**src/rtl/bus_pkg.sv**
```systemverilog
// Shared definitions for the data-bus initiator: access size codes, FSM states,
// bus widths and small request-classification helpers.
package bus_pkg;

  localparam int ADDR_W = 32;
  localparam int DATA_W = 32;

  localparam logic [1:0] SIZE_B = 2'b00;
  localparam logic [1:0] SIZE_H = 2'b01;
  localparam logic [1:0] SIZE_W = 2'b10;

  typedef enum logic [1:0] {
    ST_IDLE = 2'b00,
    ST_RD   = 2'b01,
    ST_WR   = 2'b10,
    ST_RESP = 2'b11
  } state_t;

  function automatic logic is_sub_word(input logic [1:0] size);
    return (size == SIZE_B) || (size == SIZE_H);
  endfunction

  // The reserved size code counts as misaligned so it can be rejected with an error.
  function automatic logic is_misaligned(input logic [1:0] size, input logic [1:0] lane);
    case (size)
      SIZE_B:  return 1'b0;
      SIZE_H:  return lane[0];
      SIZE_W:  return lane != 2'b00;
      default: return 1'b1;
    endcase
  endfunction

endpackage

```
**src/rtl/bus_lane_align.sv**
```systemverilog
// Byte-lane steering: extracts and extends sub-word loads from a bus word and
// merges sub-word store data into a previously read word (little-endian lanes).
module bus_lane_align
  import bus_pkg::*;
(
  input  logic [1:0]        size,
  input  logic [1:0]        lane,
  input  logic              is_unsigned,
  input  logic [DATA_W-1:0] rd_word,
  input  logic [DATA_W-1:0] wr_data,
  output logic [DATA_W-1:0] load_data,
  output logic [DATA_W-1:0] store_word
);

  logic [7:0]  byte_val;
  logic [15:0] half_val;

  always_comb begin
    byte_val   = rd_word[{lane, 3'b000} +: 8];
    half_val   = lane[1] ? rd_word[31:16] : rd_word[15:0];
    load_data  = rd_word;
    store_word = wr_data;
    case (size)
      SIZE_B: begin
        load_data  = {{24{~is_unsigned & byte_val[7]}}, byte_val};
        store_word = rd_word;
        store_word[{lane, 3'b000} +: 8] = wr_data[7:0];
      end
      SIZE_H: begin
        load_data  = {{16{~is_unsigned & half_val[15]}}, half_val};
        store_word = rd_word;
        store_word[{lane[1], 4'b0000} +: 16] = wr_data[15:0];
      end
      default: begin
        load_data  = rd_word;
        store_word = wr_data;
      end
    endcase
  end

endmodule

```
**src/rtl/bus_initiator.sv**
```systemverilog
// Data-bus initiator: byte/half/word core requests to word-only bus accesses,
// with read-modify-write for sub-word stores. Define BUS_INIT_ALIGN_CHECK_EN to reject misaligned requests.
module bus_initiator #(
  parameter int ADDR_W = bus_pkg::ADDR_W,
  parameter int DATA_W = bus_pkg::DATA_W
) (
  input  logic              clk,
  input  logic              rst,
  input  logic              clk_enable,
  input  logic              req_valid,
  output logic              req_ready,
  input  logic              req_we,
  input  logic [1:0]        req_size,
  input  logic              req_unsigned,
  input  logic [ADDR_W-1:0] req_addr,
  input  logic [DATA_W-1:0] req_wdata,
  output logic              resp_valid,
  output logic [DATA_W-1:0] resp_rdata,
  output logic              resp_err,
  output logic              bus_r_en,
  output logic [ADDR_W-1:0] bus_r_addr,
  input  logic [DATA_W-1:0] bus_r_data,
  output logic              bus_w_en,
  output logic [ADDR_W-1:0] bus_w_addr,
  output logic [DATA_W-1:0] bus_w_data
);

  import bus_pkg::*;

  state_t            state;
  logic              we_q;
  logic              unsigned_q;
  logic [1:0]        size_q;
  logic [ADDR_W-1:0] addr_q;
  logic [DATA_W-1:0] wword_q;
  logic [DATA_W-1:0] rdata_q;
  logic [DATA_W-1:0] load_data;
  logic [DATA_W-1:0] store_word;
`ifdef BUS_INIT_ALIGN_CHECK_EN
  logic              err_q;
`endif

  bus_lane_align u_lane_align (
    .size        (size_q),
    .lane        (addr_q[1:0]),
    .is_unsigned (unsigned_q),
    .rd_word     (bus_r_data),
    .wr_data     (wword_q),
    .load_data   (load_data),
    .store_word  (store_word)
  );

  // wword_q holds the raw store data until RD replaces it with the merged word.
  always_ff @(posedge clk or posedge rst) begin
    if (rst) begin
      state      <= ST_IDLE;
      we_q       <= 1'b0;
      unsigned_q <= 1'b0;
      size_q     <= 2'b00;
      addr_q     <= '0;
      wword_q    <= '0;
      rdata_q    <= '0;
`ifdef BUS_INIT_ALIGN_CHECK_EN
      err_q      <= 1'b0;
`endif
    end else if (clk_enable) begin
      case (state)
        ST_IDLE: begin
          if (req_valid) begin
            we_q       <= req_we;
            unsigned_q <= req_unsigned;
            size_q     <= req_size;
            addr_q     <= req_addr;
            wword_q    <= req_wdata;
            rdata_q    <= '0;
`ifdef BUS_INIT_ALIGN_CHECK_EN
            err_q      <= 1'b0;
            if (is_misaligned(req_size, req_addr[1:0])) begin
              err_q <= 1'b1;
              state <= ST_RESP;
            end else
`endif
            if (!req_we || is_sub_word(req_size)) state <= ST_RD;
            else                                  state <= ST_WR;
          end
        end
        ST_RD: begin
          if (we_q) begin
            wword_q <= store_word;
            state   <= ST_WR;
          end else begin
            rdata_q <= load_data;
            state   <= ST_RESP;
          end
        end
        ST_WR:   state <= ST_RESP;
        ST_RESP: state <= ST_IDLE;
        default: state <= ST_IDLE;
      endcase
    end
  end

  assign req_ready  = (state == ST_IDLE);
  assign resp_valid = (state == ST_RESP);
  assign resp_rdata = rdata_q;
`ifdef BUS_INIT_ALIGN_CHECK_EN
  assign resp_err   = err_q;
`else
  assign resp_err   = 1'b0;
`endif
  assign bus_r_en   = (state == ST_RD);
  assign bus_w_en   = (state == ST_WR);
  assign bus_r_addr = {addr_q[ADDR_W-1:2], 2'b00};
  assign bus_w_addr = {addr_q[ADDR_W-1:2], 2'b00};
  assign bus_w_data = wword_q;

endmodule

```
**config.mk**
```make
export PLATFORM = sky130hd
export DESIGN_NAME = bus_initiator
export DESIGN_NICKNAME = d
export VERILOG_FILES = /design/src/rtl/bus_pkg.sv /design/src/rtl/bus_lane_align.sv /design/src/rtl/bus_initiator.sv
export SDC_FILE = /design/constraint.sdc
export NUM_CORES = 1
export LEC_CHECK = 0
export ABC_AREA = 0
export BUFFER_PORTS_ARGS = -buffer_cell sky130_fd_sc_hd__buf_2
export CORE_MARGIN = 1
export CORE_UTILIZATION = 52
export DETAILED_ROUTE_END_ITERATION = 8
export HOLD_SLACK_MARGIN = 0.05
export PLACE_DENSITY = 0.86
export SYNTH_ARGS = -nofsm -noshare
export SYNTH_HDL_FRONTEND = slang
export SYNTH_SLANG_ARGS = --single-unit
```
**constraint.sdc**
```tcl
create_clock -name clk -period 8.03 [get_ports clk]
set_input_delay 0.803 -clock clk [delete_from_list [all_inputs] [get_ports clk]]
set_output_delay 0.803 -clock clk [all_outputs]
set_load 0.05 [all_outputs]
```
Yosys cells after proc, flatten, opt, wreduce, memory -nomap -nowiden

Cells that the tools add are included.

Output and inout port bits: 133
Bits in registers: 102

Shifts and indexed selects: 5
Bitwise gates (word level): 3
Reductions and logical operators: 11
Mux-type cells: 15
Equal/unequal tests: 9
$add $sub $neg: 2

Operator list:

| kind                                                   | count |
|---|---|
| one-hot mux 32 bit (2 select lines)                    | 4 |
| 2-to-1 mux 32 bit                                      | 4 |
| bitwise mux 32 bit                                     | 2 |
| variable shift 16 x 7 -> 32 bit (first input constant) | 1 |
| variable shift 8 x 7 -> 32 bit (first input constant)  | 1 |
| indexed part select 16 x 7 -> 32 bit                   | 1 |
| indexed part select 32 x 6 -> 8 bit                    | 1 |
| indexed part select 8 x 7 -> 32 bit                    | 1 |
| 2-to-1 mux 16 bit                                      | 1 |
| negation 5 -> 7 bit                                    | 2 |
| one-hot mux 2 bit (4 select lines)                     | 1 |
| == test 2 x 1 -> 1 bit (second input constant)         | 3 |
| zero test 2 bit                                        | 3 |
| AND reduction 5 bit                                    | 1 |
| == test 2 bit (second input constant)                  | 2 |
| 2-to-1 mux 2 bit                                       | 2 |
| inequality test 2 bit (second input constant)          | 2 |
| AND reduction 4 bit                                    | 1 |
| inequality test 3 x 1 -> 1 bit (second input constant) | 1 |
| AND reduction 3 bit                                    | 1 |
| bitwise AND 1 bit                                      | 2 |
| logical OR 1 bit                                       | 2 |
| inequality test 2 x 1 -> 1 bit (second input constant) | 1 |
| AND reduction 2 bit                                    | 1 |
| 4 further kinds                                        | 4 |

Longest topological paths before layout

Gate-level depths: netlist of the first run.

Word-level depth: 6
Mapped depth: 8
Gate-level depth less buffers: 6

By module

Synthesis of the first run repeated with hierarchy kept, for this count alone.

Cells, all modules: 662
Area total of the unflattened synthesis: 7,100.6 µm²

By module, submodules not included:

| module         | instances | area an instance (µm²) | seq. area each (µm²) | cells each |
|---|---|---|---|---|
| bus_initiator  | 1         | 5,171.2                | 2,552.4              | 405 |
| bus_lane_align | 1         | 1,929.4                | 0.0                  | 257 |

Worst setup path after synthesis of the first run

OpenSTA, ideal clock, no wires.

Kind: register to register
Start point: reg state[0]
End point: reg wword_q[0], in the netlist bus_w_data[0]
Arrival: 2.155 ns
Stages on the path, launching flop included: 9
Required time: 7.905 ns
Clock period less this slack: 2.280 ns
Path slack: 5.750 ns
Cells stage by stage: dfrtp_1 inv_1 ha_1 or2_2 o2111a_1 buf_2 o21a_1 buf_2 mux2_2

Longest elaborated chain between the ends: 3
Elaborated cells between the ends (all ways): 8

RTL lines:

| item                                                                                | RTL line            | RTL |
|---|---|---|
| start, declared                                                                     | bus_initiator.sv:30 | `state_t state;` |
| start signal, assigned                                                              | bus_initiator.sv:56 | `state <= ST_IDLE;` |
| start signal, assigned                                                              | bus_initiator.sv:83 | `if (!req_we \|\| is_sub_word(req_size)) state <= ST_RD;` |
| start signal, assigned                                                              | bus_initiator.sv:84 | `else state <= ST_WR;` |
| zero test 2 bit (*)                                                                 | --                  |  |
| via req_ready                                                                       | bus_initiator.sv:11 | `output logic req_ready,` |
| inequality test 2 bit (no source line) / nonzero test 2 bit (equally long branches) | --                  |  |
| AND reduction 5 bit (no source line)                                                | --                  |  |
| end signal, assigned                                                                | bus_initiator.sv:74 | `wword_q <= req_wdata;` |
| end signal, assigned                                                                | bus_initiator.sv:89 | `wword_q <= store_word;` |
| end, declared                                                                       | bus_initiator.sv:35 | `logic [DATA_W-1:0] wword_q;` |

Mark *: on every way through the listed nets, which the timed path passes. The rest lies on a longest branch.
A chain may end at the register's enable or synchronous reset.

Worst setup path after layout of the first run

Start point: reg addr_q[1]
End point: reg wword_q[30], in the netlist bus_w_data[30]

Longest elaborated chain between the ends: 6
Elaborated cells between the ends (all ways): 11

RTL lines:

| item                                                               | RTL line                                   | RTL |
|---|---|---|
| start, declared                                                    | bus_initiator.sv:34                        | `logic [ADDR_W-1:0] addr_q;` |
| start signal, assigned                                             | bus_initiator.sv:73                        | `addr_q <= req_addr;` |
| negation 5 -> 7 bit (on tied branches)                             | bus_lane_align.sv:32, bus_lane_align.sv:27 |  |
| indexed part select 16 x 7 -> 32 bit, or another cell as far along | bus_lane_align.sv:32                       | `store_word[{lane[1], 4'b0000} +: 16] = wr_data[15:0];` |
| bitwise mux 32 bit (on tied branches)                              | bus_lane_align.sv:32, bus_lane_align.sv:27 |  |
| one-hot mux 32 bit (2 select lines) (*)                            | bus_lane_align.sv:23                       | `case (size)` |
| 2-to-1 mux 32 bit (*)                                              | bus_initiator.sv:88                        | `if (we_q) begin` |
| one-hot mux 32 bit (2 select lines) (*)                            | bus_initiator.sv:67                        | `case (state)` |

Every way passes the cells marked *; elsewhere a longest branch is shown, timed or not. The select of a mux whose other input is x is not followed.

==> results of run 1 <==
## per-stage QoR
stage / utilization / cell area, um2 / hold WS [ns] / std cells / worst slack [ns]
after global routing: 0.630 / 6560 / 0.511 / 806 / 4.22
after CTS: 0.630 / 6560 / 0.501 / 806 / 4.53
final: 0.630 / 6560 / 0.492 / 806 / 4.44
after floorplan: - / 5660 / 0.500 / 517 / 4.55
after global placement: 0.613 / 6380 / 0.470 / 790 / 4.71
after detailed placement: 0.613 / 6380 / 0.470 / 790 / 4.55
## critical path: stages, from the launching register on
cell	delay, ns
sky130_fd_sc_hd__dfrtp_1	0.97
sky130_fd_sc_hd__clkinv_1	0.52
sky130_fd_sc_hd__ha_1	0.45
sky130_fd_sc_hd__nor4bb_1	1.03
sky130_fd_sc_hd__a221o_1	0.30
sky130_fd_sc_hd__a22oi_1	0.07
sky130_fd_sc_hd__a21oi_1	0.17
## per-layer routing
layer	share of wire	vias to the layer above	GRT usage	routed length, um
li1	-	2144	-	-
met2	0.47	277	0.440	7430
met5	0	-	0	0
met1	0.41	2318	0.387	6430
met4	0.033	0	0.142	527
met3	0.093	40	0.0423	1470
## logic make-up (layout without fill, tap and decap cells)
logic type	count (synthesis)	after routing	synth area share
flops	102	102	0.452
other cells	1	5	0.000665
buf+inv	118	271	0.127
mux	66	66	0.128
simple gates	86	86	0.0838
compound gates	131	131	0.188
fa+ha+maj	9	9	0.0200
## final timing paths
kind	start	to	slack [ns]	cells after the start
min	rst	addr_q[2]$_DFFE_PP0P_	0.49	2
max reg2reg	addr_q[1]$_DFFE_PP0P_	bus_w_data[30]$_DFFE_PP0P_	4.44	6
max in group asynchronous	rst	state[0]$_DFFE_PP0P_	6.39	3
min reg2reg	resp_rdata[14]$_DFFE_PP0P_	resp_rdata[14]$_DFFE_PP0P_	0.50	1
min in group clk	resp_rdata[14]$_DFFE_PP0P_	resp_rdata[14]$_DFFE_PP0P_	0.50	1
max	addr_q[1]$_DFFE_PP0P_	bus_w_data[30]$_DFFE_PP0P_	4.44	6
## cell usage after synthesis, drive strengths merged, types with 2 or more instances
cell type / count / area [um2]
a32o: 7 / 70.1
or2: 2 / 12.5
a31oi: 6 / 37.5
mux2: 47 / 533
inv: 18 / 67.6
a222oi: 8 / 80.1
o2bb2ai: 9 / 78.8
and3: 6 / 37.5
nor2b: 5 / 31.3
nand2b: 10 / 62.6
o221ai: 7 / 61.3
a22o: 8 / 70.1
nand3: 9 / 45.0
o21ai: 13 / 68.8
ha: 9 / 113
a22oi: 11 / 87.6
buf: 77 / 561
nor4bb: 3 / 30.0
nand2: 16 / 60.1
a211oi: 4 / 50.1
a41oi: 5 / 43.8
nor2: 17 / 66.3
nand4: 6 / 37.5
a221o: 20 / 200
clkinv: 2 / 7.51
or3: 8 / 50.1
clkbuf: 21 / 78.8
mux2i: 19 / 190
a21oi: 24 / 120
dfrtp: 102 / 2550
## flip-flops by register name (all words and copies together), names as in the netlist
register    flops
size_q          2
unsigned_q      1
state           2
addr_q         32
bus_w_data     32
we_q            1
resp_rdata     32
## layout make-up
class                   instances  area (um2)  share of cell area
well taps                     136         170              0.0259
clock inverters                 5        35.0             0.00534
clock buffers                  11         141              0.0216
flip-flops and latches        102        2550               0.389
inverters                      20        77.6              0.0118
multi-input cells             297        2400               0.365
repair buffers                235        1190               0.181
==> results.md, run 1 <==
- The library cell used most frequently in the layout, excluding fill and tap cells, is sky130_fd_sc_hd__buf_2.
- Routability-driven placement finished with a final weighted congestion of roughly 0.93.
- The sequential-to-total area share from yosys stat is 0.452.
- Dividing the final minimum period by the clock period gives 0.447.
- The detailed-route vias per instance is roughly 6.
- The number of buffers inserted during clock tree synthesis is 9.
- The insertion delay to the later sink of the worst-skew pair is 0.37 ns.
- The via count of the first global-routing pass is 4582.
- The number of warning messages in the yosys log is 0.
- The area growth from synthesis to layout is 16.2%.
- After detailed routing, the average wire length per cell comes to slightly below 20 um.
- Summed over all layers, the global routing overflow is 0.
- The H-tree generated during clock tree synthesis spans 3 levels.
- The remaining max-slew budget at the tightest pin is 0.172.
- In this run the remaining antenna-violating nets after routing total 0.
- The run finished with clean final reports.
- In the routed design, unresolved DRC markers number 0.
- The number of flops mapped to enable cells by yosys is 0.
- The number of sinks handled by clock tree synthesis is 102.
- The clock passes through at most 2 buffers.
- The worst setup path is of the flop to flop kind.
- The buffer count from post-CTS setup fixing is 0.
- Clock-pin slew was measured on the worst setup and hold paths at around 0.1 ns.
- The final wirelength is 15900 um.
- STA classifies the critical path startpoint as a flop.
- The first-iteration detailed-routing DRC count is approximately 440.
- The iteration count of the initial detailed-routing pass is 9.
- The number of antenna diodes in the final layout is 0.
- Setup repair after global routing left no endpoint under its margin.
- The number of antenna violations at the first check in global routing is 0.
- The first global-routing pass estimated roughly 24000 um of wire.
- Data on the critical path is required at its endpoint by slightly above 8 ns.
- On the final layout, the worst clock skew is 0.0136 ns.
- The maximum clock frequency is 278 MHz.
- The width of the chip is between 100 and 150 um.
- The arrival time of the worst setup path is 3.87 ns.
- The cell at the root of the clock tree is sky130_fd_sc_hd__clkbuf_8.
- The max-cap check violation count is 0.
- The kind of end point of the critical path is a flop.
- In the synthesized netlist the dominant register cell turns out to be sky130_fd_sc_hd__dfrtp_1.
- The number of pins exceeding their max-slew limit in the final report is 0.
- TritonCTS built the clock tree.
- The final HPWL from detailed placement is roughly 12000 um.
- The number of endpoints failing setup at the final stage is 0.
- The netlist area before placement is 5640 um2.
- Hold repair after CTS inserted 0 buffers.
- The final net count is 778.
- The pin count of the biggest net entering global routing is between 50 and 60.
- The post-synthesis sequential element count is approximately 100.
- The aggregate negative setup slack is 0 ns.
- The die covers 11300 um2.
- The post-route minimum period is ~3.6 ns.
- Detailed routing inserted a total of around 4800 vias.
- The initialized floorplan defines 37 standard-cell rows.
- The library cells used most frequently in the layout, excluding fill and tap cells, are sky130_fd_sc_hd__buf_2 (231), sky130_fd_sc_hd__dfrtp_1 (102), sky130_fd_sc_hd__mux2_2 (46).
- The async set-or-reset flop fraction in the synthesized netlist is 1.00.
- In the final layout, the share of cells above drive strength 1 is 0.466.
- The post-synthesis average cell area is 11.0 um2.
- The actual slew at the worst max-slew pin is ~1.2 ns.
- The min-delay analysis places its worst path in the category input port to asynchronous set/reset pin.
- The maximum fanout along the worst path is 20.
- Across every metal layer, demand over resource in global routing totals 0.284.
- The placeable core region is 10400 um2.
- The initial standard-cell utilization of the core is 0.542.
- The quantity of I/O buffers inserted on ports is 231.
- The boundary pin count is 237.
- The synthesized instance count is roughly 510.
- The number of hold violations in the final report was 0.
- The die extent in y is roughly 110 um.
- The number of gates resized after CTS was 0.
- The number of fillers in the final layout is approximately 890.
- The netlist uses 52 different library cells.
Power of run 1 is left out: the tool's default activity adds up to more than one toggle a clock period on the data nets, which glitch-free logic cannot reach.
==> inputs of run 2 (changes only) <==
Settings changed: CORE_UTILIZATION 52 to 49, PLACE_DENSITY 0.86 to 0.82.
Clock period 8.03 ns to 3.71 ns, I/O delays scaled along.
==> results.md, run 2 (synthesized netlist as in run 1, its figures left out) <==
- The max-cap check violation count was 0 (unchanged).
- The number of hold buffers added after cts is 0 (unchanged).
- The number of fillers in the final layout is 920 (+3.8%).
- The number of pins exceeding their max-slew limit in the final report was 0 (unchanged).
- The number of remaining DRC errors was 0 (unchanged).
- The post-detailed-route wirelength per cell is 19.7 um (+0.21%).
- The number of antenna violations at the first check in global routing is 0 (unchanged).
- The quantity of I/O buffers inserted on ports is 231 (unchanged).
- The count of cells resized by post-cts repair is 0 (unchanged).
- The total number of vias is 4837 (+1.2%).
- The buffer count from post-CTS setup fixing is 0 (unchanged).
- Setup repair after global routing left no endpoint under its margin.
- The pin count of the biggest net entering global routing is 88 (+49%).
- The global route total overflow came to 0 (unchanged).
- The arrival time of the worst setup path came to 2.89 ns (-0.98 ns).
- The placeable core region is 11000 um2 (+5.9%).
- The all-layer global routing usage came to 0.273 (-0.0102).
- The flip-flop and latch area is 2550 um2 (unchanged).
- The actual slew at the worst max-slew pin is 1.06 ns (-0.170 ns).
- The number of hold violations in the final report came to 0 (unchanged).
- The flow ran to the end, and the final reports show no timing, DRC or antenna violations.
- The area growth from synthesis to layout is 19.0%.
- The final antenna-violating net count came to 0 (unchanged).
- The boundary pin count is 237 (unchanged).
- The reg-to-reg critical path endpoint is bus_w_data[3]$_DFFE_PP0P_.
- STA classifies the critical path endpoint as a flop.
- The multi-input logic area is 2400 um2 (unchanged).
- The maximum fanout along the worst path is 34 (+70%).
- The first-iteration detailed-routing DRC count came to 487 (+11%).
- The final net count is 782 (+0.51%).
- The worst setup path is launched from a flop.
- TritonCTS built the clock tree.
- The min-delay analysis places its worst path in the category input port to flop.
- The final hold slack is 0.250 ns (-0.242 ns).
- The number of buffers inserted during clock tree synthesis is 9 (unchanged).
- The full die area is 11900 um2 (+6.0%).
- The number of cells on the worst reg-to-reg path is 8 (+2).
- The initial standard-cell utilization of the core is 0.512 (-0.0302).
- The maximum clock frequency is 376 MHz (+35%).
- The share of cells above drive strength 1 is 0.469 (+0.00308).
- The final worst slack came to 1.05 ns (-3.39 ns).
- The number of sinks handled by clock tree synthesis is 102 (unchanged).
- The placement-stage worst setup slack is 1.05 ns (-3.49 ns).
- The clock-pin slew of the registers on the worst-case setup and hold paths is 0.06 ns (-0.04 ns).
- The category of the critical setup timing path is flop to flop.
- The global-route wire length before repair is 24400 um (-0.23%).
- The register-to-register setup slack is 1.05 ns (-3.39 ns).
- The number of endpoints failing setup at the final stage came to 0 (unchanged).
- The critical path starts at state[1]$_DFFE_PP0P_.
- The maximum level of the CTS H-tree came to 3 (unchanged).
- The detailed-route vias per instance is 5.95 (+0.34%).
- The remaining max-slew budget at the tightest pin is 0.296 (+0.124).
- The final period utilization is 0.717 (+0.270).
- The final HPWL from detailed placement is 12200 um (+0.28%).
- The aggregate negative setup slack is 0 ns (unchanged).
- The worst setup skew after layout is 0.00478 ns (-0.00877 ns).
- The library cells used most frequently in the layout, excluding fill and tap cells, are sky130_fd_sc_hd__buf_2 (231), sky130_fd_sc_hd__dfrtp_1 (102), sky130_fd_sc_hd__mux2_2 (46).
- The library cell used most frequently in the layout, excluding fill and tap cells, is sky130_fd_sc_hd__buf_2.
- The routability-driven placement congestion ratio is 0.934 (+0.95%).
- The standard-cell row count was 38 (+2.7%).
- The die extent in y is 109 um (+3.0%).
- Clock tree synthesis selected as its root buffer the cell sky130_fd_sc_hd__clkbuf_16.
- The iteration count of the initial detailed-routing pass is 8 (-1).
- The required time of the critical path is 3.94 ns (-4.37 ns).
- The post-route minimum period is 2.66 ns (-0.932 ns).
- The final wirelength is 16000 um (+1.1%).
- The final design utilization is 0.609 (-0.0210).
- Following the worst setup path forward leads to its endpoint at bus_w_data[3]$_DFFE_PP0P_.
- The via count of the first global-routing pass is 4557 (-0.55%).
- The maximum number of buffers from clock root to sink came to 2 (unchanged).
- The width of the chip came to 109 um (+3.0%).
- The reg-to-reg startpoint is state[1]$_DFFE_PP0P_.
- The insertion delay to the later sink of the worst-skew pair is 0.35 ns (-0.02 ns).
run 2: cell types whose count changed in the layout (fill, tap and decap cells not counted), sizes merged:
| cell | delta |
|---|---|
| buf | +4 |
| clkinv | -4 |
| clkbuf | +3 |
| clkinvlp | -1 |
| diode | +1 |
run 2: how the worst min path moves through the flow:
stage / from / endpoint / slack [ns] / cells after the start
global placement: resp_rdata[7]$_DFFE_PP0P_ / resp_rdata[7]$_DFFE_PP0P_ / 0.47 / 1
global route: req_addr[28] / addr_q[28]$_DFFE_PP0P_ / 0.24 / 2
floorplan: state[0]$_DFFE_PP0P_ / state[0]$_DFFE_PP0P_ / 0.50 / 2
CTS: req_addr[23] / addr_q[23]$_DFFE_PP0P_ / 0.24 / 2
finish: req_addr[4] / addr_q[4]$_DFFE_PP0P_ / 0.25 / 2
detailed placement: resp_rdata[6]$_DFFE_PP0P_ / resp_rdata[6]$_DFFE_PP0P_ / 0.47 / 1
run 2: per-stage QoR:
stage / cells / area, um2
after detailed placement: 798 / 6420
after global placement: 798 / 6420
after floorplan: 517 / 5660
after CTS: 812 / 6710
final: 813 / 6710
after global routing: 812 / 6710
run 2: metal layers:
layer / wire length [um] / global-route usage / vias to the layer above
met5: 0 / 0 / -
met2: 7460 / 0.411 / 278
met1: 6590 / 0.365 / 2369
li1: - / - / 2151
met4: 535 / 0.136 / 0
met3: 1450 / 0.0729 / 39
run 2: worst max-delay path, cell delays in order (launching register included):
cell,delay (ns)
sky130_fd_sc_hd__dfrtp_1,0.40
sky130_fd_sc_hd__inv_1,0.08
sky130_fd_sc_hd__ha_1,0.20
sky130_fd_sc_hd__buf_4,0.21
sky130_fd_sc_hd__inv_2,0.33
sky130_fd_sc_hd__o2111a_1,0.25
sky130_fd_sc_hd__buf_4,0.30
sky130_fd_sc_hd__o21a_1,0.39
sky130_fd_sc_hd__mux2_2,0.38
run 2: cell type report:
cell class,instances,area share
Sequential cell,102,0.380
Timing Repair Buffer,239,0.181
Inverter,20,0.0116
Antenna cell,1,0.000373
Tap cell,140,0.0261
Clock buffer,14,0.0438
Multi-Input combinational cell,297,0.357
Power of run 2 is left out for the same reason.
